--- src/rtl/evt_pkg.sv ---
// Shared types for the event debouncer: FSM state encoding and edge-select codes.
package evt_pkg;

    typedef enum logic [1:0] {
        STABLE_LO = 2'd0,
        PEND_HI   = 2'd1,
        STABLE_HI = 2'd2,
        PEND_LO   = 2'd3
    } state_t;

    localparam logic [1:0] EDGE_NONE = 2'b00;
    localparam logic [1:0] EDGE_RISE = 2'b01;
    localparam logic [1:0] EDGE_FALL = 2'b10;
    localparam logic [1:0] EDGE_BOTH = 2'b11;

endpackage

--- src/rtl/sync_chain.sv ---
// Multi-flop synchronizer bringing an asynchronous level into the clk_in domain.
module sync_chain #(
    parameter int STAGES = 2
) (
    input  logic clk_in,
    input  logic rst_in,
    input  logic d_in,
    output logic q_out
);

    logic [STAGES-1:0] sync_p0;

    always_ff @(posedge clk_in) begin
        if (rst_in) begin
            sync_p0 <= '0;
        end else begin
            sync_p0 <= {sync_p0[STAGES-2:0], d_in};
        end
    end

    assign q_out = sync_p0[STAGES-1];

endmodule

--- src/rtl/evt_debounce.sv ---
// Debounces a bouncy asynchronous input and emits one-cycle pulses on accepted level changes.
module evt_debounce
    import evt_pkg::*;
#(
    parameter int SYNC_STAGES     = 2,
    parameter int DEBOUNCE_CYCLES = 1_000_000
) (
    input  logic       clk_in,
    input  logic       rst_in,
    input  logic       raw_in,
    input  logic [1:0] edge_sel_in,
    output logic       clean_out,
    output logic       rise_out,
    output logic       fall_out,
    output logic       evt_out
);

    localparam int CNT_W = $clog2(DEBOUNCE_CYCLES + 1);
    // A pending change is accepted on the sample that brings the run to DEBOUNCE_CYCLES.
    localparam logic [CNT_W-1:0] CNT_LAST = CNT_W'(DEBOUNCE_CYCLES - 1);
    localparam logic [CNT_W-1:0] CNT_ONE  = CNT_W'(1);

    logic             sync;
    state_t           state;
    logic [CNT_W-1:0] cnt;

    sync_chain #(
        .STAGES (SYNC_STAGES)
    ) u_sync (
        .clk_in (clk_in),
        .rst_in (rst_in),
        .d_in   (raw_in),
        .q_out  (sync)
    );

    always_ff @(posedge clk_in) begin
        if (rst_in) begin
            state     <= STABLE_LO;
            cnt       <= '0;
            clean_out <= 1'b0;
            rise_out  <= 1'b0;
            fall_out  <= 1'b0;
        end else begin
            rise_out <= 1'b0;
            fall_out <= 1'b0;
            case (state)
                STABLE_LO: begin
                    if (sync) begin
                        if (DEBOUNCE_CYCLES == 1) begin
                            state     <= STABLE_HI;
                            cnt       <= '0;
                            clean_out <= 1'b1;
                            rise_out  <= 1'b1;
                        end else begin
                            state <= PEND_HI;
                            cnt   <= CNT_ONE;
                        end
                    end
                end
                PEND_HI: begin
                    if (!sync) begin
                        state <= STABLE_LO;
                        cnt   <= '0;
                    end else if (cnt == CNT_LAST) begin
                        state     <= STABLE_HI;
                        cnt       <= '0;
                        clean_out <= 1'b1;
                        rise_out  <= 1'b1;
                    end else begin
                        cnt <= cnt + CNT_ONE;
                    end
                end
                STABLE_HI: begin
                    if (!sync) begin
                        if (DEBOUNCE_CYCLES == 1) begin
                            state     <= STABLE_LO;
                            cnt       <= '0;
                            clean_out <= 1'b0;
                            fall_out  <= 1'b1;
                        end else begin
                            state <= PEND_LO;
                            cnt   <= CNT_ONE;
                        end
                    end
                end
                PEND_LO: begin
                    if (sync) begin
                        state <= STABLE_HI;
                        cnt   <= '0;
                    end else if (cnt == CNT_LAST) begin
                        state     <= STABLE_LO;
                        cnt       <= '0;
                        clean_out <= 1'b0;
                        fall_out  <= 1'b1;
                    end else begin
                        cnt <= cnt + CNT_ONE;
                    end
                end
                default: begin
                    state <= STABLE_LO;
                    cnt   <= '0;
                end
            endcase
        end
    end

    // Selection is combinational so edge_sel_in changes apply in the same cycle.
    assign evt_out = (rise_out & edge_sel_in[0]) | (fall_out & edge_sel_in[1]);

endmodule

--- config.mk ---
export PLATFORM = sky130hd
export DESIGN_NAME = evt_debounce
export DESIGN_NICKNAME = d
export VERILOG_FILES = /design/src/rtl/evt_pkg.sv /design/src/rtl/sync_chain.sv /design/src/rtl/evt_debounce.sv
export SDC_FILE = /design/constraint.sdc
export NUM_CORES = 1
export LEC_CHECK = 0
export ABC_AREA = 1
export ABC_CLOCK_PERIOD_IN_PS = 3200
export CORE_ASPECT_RATIO = 1.5
export CORE_MARGIN = 2
export CORE_UTILIZATION = 55
export DETAILED_ROUTE_END_ITERATION = 7
export DONT_BUFFER_PORTS = 1
export PLACE_DENSITY_LB_ADDON = 0.2
export SYNTH_ARGS = -nofsm -noshare
export SYNTH_HDL_FRONTEND = slang
export SYNTH_HIERARCHICAL = 1
export SYNTH_SLANG_ARGS = --single-unit
--- constraint.sdc ---
create_clock -name clk_in -period 3.2 [get_ports clk_in]
set_input_delay 0.32 -clock clk_in [delete_from_list [all_inputs] [get_ports clk_in]]
set_output_delay 0.32 -clock clk_in [all_outputs]
set_load 0.01 [all_outputs]
# Word level (Yosys, flattened, before mapping)
# Cells that the tools add are included.
[totals]
ram_bits = 0
latch_bits = 0
output_inout_bits = 4
mem_count = 0
wordCells = 51
inputBits = 5
ff_bits = 27
romBits = 0
[op_classes]
n_mul = 0
reduce_logical = 7
div = 0
add_sub_neg = 1
shift = 0
n_eq_ne = 12
muxes = 19
n_bitwise = 6
n_lt_le_gt_ge = 0
[ops]
columns = ["operator", "n"]
rows = [
  ["20-bit two-way mux", 5],
  ["20-bit one-hot mux with 4 select lines", 1],
  ["20-bit by 1-bit adder with 20-bit output (second input constant)", 1],
  ["20-bit equality test (second input constant)", 1],
  ["2-bit two-way mux", 6],
  ["2-bit != test (second input constant)", 4],
  ["2-bit one-hot mux with 4 select lines", 1],
  ["3-bit OR reduction", 2],
  ["1-bit two-way mux", 5],
  ["5-bit AND reduction", 1],
  ["2-bit equality test (second input constant)", 2],
  ["2-bit by 1-bit != test with 1-bit output (second input constant)", 2],
  ["4-bit AND reduction", 1],
  ["3-bit by 2-bit != test with 1-bit output (second input constant)", 1],
  ["3-bit != test (second input constant)", 1],
  ["1-bit NOT", 3],
  ["1-bit AND", 2],
  ["2-bit by 1-bit equality test with 1-bit output (second input constant)", 1],
  ["2-bit zero test", 1],
  ["1-bit one-hot mux with 2 select lines", 1],
  ["2-bit AND reduction", 1],
  ["2-bit nonzero test", 1],
  ["1-bit bitwise OR", 1],
]

# Longest topological paths before layout
[logic_depth]
depth_word = 4
mapped_depth = 10
mapped_depth_nobuf = 10

# By module
# Netlist, hierarchy kept.
[modules_own_cells]
columns = ["mod", "seq_area_each_um2", "cells_per_inst", "instances", "area_per_inst_um2"]
rows = [
  ["evt_debounce", 500.5, 237, 1, 1490.2],
  ["sync_chain", 40.0, 6, 1, 55.1],
]

# Least setup slack after synthesis
# OpenSTA, ideal clock, no wires.
[synth_path]
kind = "reg-to-reg"
from = "register cnt[0]"
to = "register cnt[18]"
period_less_slack_ps = 1404
t_required_ps = 3068
stages_incl_launch_ff = 10
slack_ps = 1796
arrival_time_ps = 1272
setup_time_ps = 132
path_buffers = 1
path_cell_list = "dfxtp_1 -> ha_1 -> nand3_1 -> nor2_4 -> nand3_1 -> nor2_1 -> nor2_2 -> buf_6 -> nand3_1 -> a21oi_1"
[synth_via]
elab_chain_cells = 4
word_cells_on_any_way = 6
cone_classes = "1 x add/sub; 1 x eq/ne; 4 x mux"
[synth_rtl]
columns = ["element", "line", "text"]
rows = [
  ["start: declaration", "evt_debounce.sv:25", "logic [CNT_W-1:0] cnt;"],
  ["start signal: assignment", "evt_debounce.sv:70", "cnt <= cnt + CNT_ONE;"],
  ["start signal: assignment", "evt_debounce.sv:96", "cnt <= cnt + CNT_ONE;"],
  ["20-bit by 1-bit adder with 20-bit output or 20-bit equality test (tied branches)", "-", ""],
  ["20-bit two-way mux *", "evt_debounce.sv:64, evt_debounce.sv:90", ""],
  ["20-bit two-way mux (on tied branches)", "evt_debounce.sv:87, evt_debounce.sv:61", ""],
  ["20-bit one-hot mux with 4 select lines *", "evt_debounce.sv:46", "case (state)"],
]
# Mark *: on every way between the ends. The rest lies on a longest branch, timed or not.
# A chain may end at the register's enable or synchronous reset.

# Final worst setup path
[layout_path]
from = "register cnt[0]"
to = "register cnt[16]"
# Same word-level chain as after synthesis.

==> flow_summary.yaml <==
drt:
  vias: 1456
  vias_per_cell: 5.22
  ant_nets: 0
  firstDrtPassIters: 5
  drt_iter0_markers: 39
  drc: 0
  routed_wl_mm: 3.23
  wire_per_inst_microns: 11.6
die:
  row_count: 23
  fp.coreArea_sq_um: 2680
  dieArea_sq_um: 3260
  die_h_microns: 68.9
  start_util: 0.577
  ioPinCount: 9
  fp.dieW_microns: 47.3
power:
  p_leak_nw: 0.576
  power.total_w: 0.000610
  power.density_nw_per_um2: 380
  ir_drop_mv: 0.243
sta:
  finalSetupTns_ns: 0
  slew-limit-headroom: 0.632
  final.min_clock_period_ns: 1.74
  slew_viol_final: 0
  timing.fmax_mhz: 575
  worst_pin_slew_ns: 0.551
  finalHoldViolations: 0
  rsz0062_at_grt: "false"
  fin_crit_sh: 0.543
  setup_violations: 0
  skew_ns: 0.00385
synth:
  postSynthNetCount: 249
  synth.mux.area_fraction: 0
  syn_inst: 243
  yosysWarnings: 6
  synth.avg_cell_area_sq_um: 6.36
  synth_top_family_by_area: "simple AND/OR/NAND/NOR gates"
  synth.distinct_cells: 25
  synth-simple-area-share: 0.411
  synth_xor_area_frac: 0.0170
  synth_sequential_area_ratio: 0.350
  synthesis.area_sq_um: 1550
  synthAdderAreaFrac: 0.00810
  ys_ff_latch: 27
  synth-compound-area-share: 0.118
global_route:
  grt_pass1_wl_mm: 5.58
  antenna_found_initial: 0
  gr-total-overflow: 0
  grt_max_degree: 19
  grtUsageTotal: 0.236
  grt_pass1_vias: 1350
clock_tree:
  cts_hold_buf: 0
  htreeDepth: 1
  cts.sinks: 27
  root_buffer: "clkbuf_8"
  path_clk_slew_ns: 0.10
  cts_setup_buffers: 0
  clockBufferDepth: 2
  clock_latency_ns: 0.28
  post_cts_resized: 0
  cts_made_buffers: 3
  cts_tree: "built"
status:
  outcome: "complete, no violations"
critical_path:
  reg2reg_slack_ns: 1.46
  worstPathMaxFanout: 14
  worstSetupPathType: "reg2reg"
  crit_required_ns: 3.42
  critPathLaunchType: "flop"
  crit_arrival_ns: 1.96
  crit_path_end_kind: "flop"
cells_and_area:
  syn_to_final_growth_pct: 3.89
  fin_nets: 249
  final_cell_area_sq_um: 1610
  fin_cells: 279
  n_antenna_cell: 0
  drive_gt1_frac: 0.0868
  utilization: 0.600
  fillers: 269
run:
  cap_violations: 0
placed_design:
  placed_area_sq_um: 1560
  dp.cells: 275
  gp_congestion: 0.903
  dpl.hpwl_mm: 2.46
  port_buffers: 0
worst_hold_path:
  min_path_type: "in2reg"
-- final cells by class --
class	instances	area, sq um	area share
well taps	37	46.3	0.0288
inverters	30	113	0.0701
clock buffers	3	41.3	0.0257
flip-flops and latches	27	541	0.337
multi-input cells	181	857	0.534
clock inverters	1	7.51	0.00468
-- registers in the layout, indices dropped and copies added, names as in the netlist, named ones only --
| register | cells |
|---|---|
| u_sync/sync_p0 | 2 |
| fall_out | 1 |
| cnt | 20 |
| clean_out | 1 |
| state | 1 |
| rise_out | 1 |
-- worst paths after layout --
path / from / depth (start not counted) / to
worst min-delay path: rst_in / 1 / u_sync/sync_p0[1]$_SDFF_PP0_
worst min register to register: u_sync/sync_p0[0]$_SDFF_PP0_ / 2 / u_sync/sync_p0[1]$_SDFF_PP0_
worst max-delay path: cnt[0]$_SDFFE_PP0P_ / 8 / cnt[16]$_SDFFE_PP0P_
worst max register to register: cnt[0]$_SDFFE_PP0P_ / 8 / cnt[16]$_SDFFE_PP0P_
-- cells in the mapped netlist --
library cell / n / area share
a21oi_1: 15 / 0.049
a21oi_2: 1 / 0.0057
a22o_1: 1 / 0.0057
buf_2: 1 / 0.0032
buf_4: 2 / 0.0097
buf_6: 1 / 0.0073
clkbuf_1: 1 / 0.0024
dfxtp_1: 27 / 0.35
ha_1: 1 / 0.0081
inv_1: 29 / 0.070
inv_2: 1 / 0.0024
nand2_1: 70 / 0.17
nand2_2: 5 / 0.020
nand3_1: 20 / 0.065
nand3_2: 1 / 0.0065
nand4_1: 4 / 0.016
nor2_1: 28 / 0.068
nor2_2: 6 / 0.024
nor2_4: 3 / 0.022
nor3_1: 6 / 0.019
o21ai_0: 15 / 0.049
o22ai_1: 1 / 0.0041
o32ai_1: 1 / 0.0057
xnor2_1: 1 / 0.0057
xor2_1: 2 / 0.011
-- layout by cell type (no fill, tap or decap), drive strengths merged, types with 2 or more instances in the layout --
| master | instances |
|---|---|
| nand4 | 4 |
| nand3 | 21 |
| a21oi | 16 |
| nor2 | 37 |
| clkbuf | 3 |
| dfxtp | 27 |
| nor3 | 6 |
| nand2 | 75 |
| xor2 | 2 |
| inv | 30 |
| o21ai | 15 |
-- report_power, final --
part | switching, W | leakage [nW] | internal, W
logic | 0.0000416 | 0.336 | 0.0000130
clock network | 0.000116 | 0.0217 | 0.0000887
registers | 0.00000739 | 0.218 | 0.000343
total | 0.000165 | 0.576 | 0.000445
-- metal layers --
metal | share of wire | track usage | up-vias
met5 | 0 | 0 | -
met4 | 0.017 | 0.0903 | 0
met3 | 0.023 | 0.0182 | 5
met2 | 0.53 | 0.431 | 25
met1 | 0.43 | 0.270 | 658
li1 | - | - | 768
-- logic make-up (layout without fill, tap and decap cells) --
| group | after synthesis | in the layout |
|---|---|---|
| AND/OR/NAND/NOR | 143 | 143 |
| buffers and inverters | 35 | 34 |
| AO/OA/AOI/OAI | 34 | 34 |
| flip-flops | 27 | 27 |
| XOR/XNOR | 3 | 3 |
| adder cells (fa/ha/maj) | 1 | 1 |
-- critical path, cell delays in order (launching register included) --
cell     delay (ns)
dfxtp_1        0.35
ha_1           0.24
nand3_1        0.14
nor2_4         0.06
nand3_1        0.08
nor2_1         0.05
nor2_2         0.43
o21ai_0        0.18
a21oi_1        0.15
-- metrics by stage --
stage	setup slack [ns]	hold WS [ns]
detailed placement	1.49	0.393
global placement	1.55	0.390
global route	1.31	0.0852
CTS	1.45	0.0923
floorplan	1.80	0.388
finish	1.46	0.0916
(Power assumes the default switching activity.)
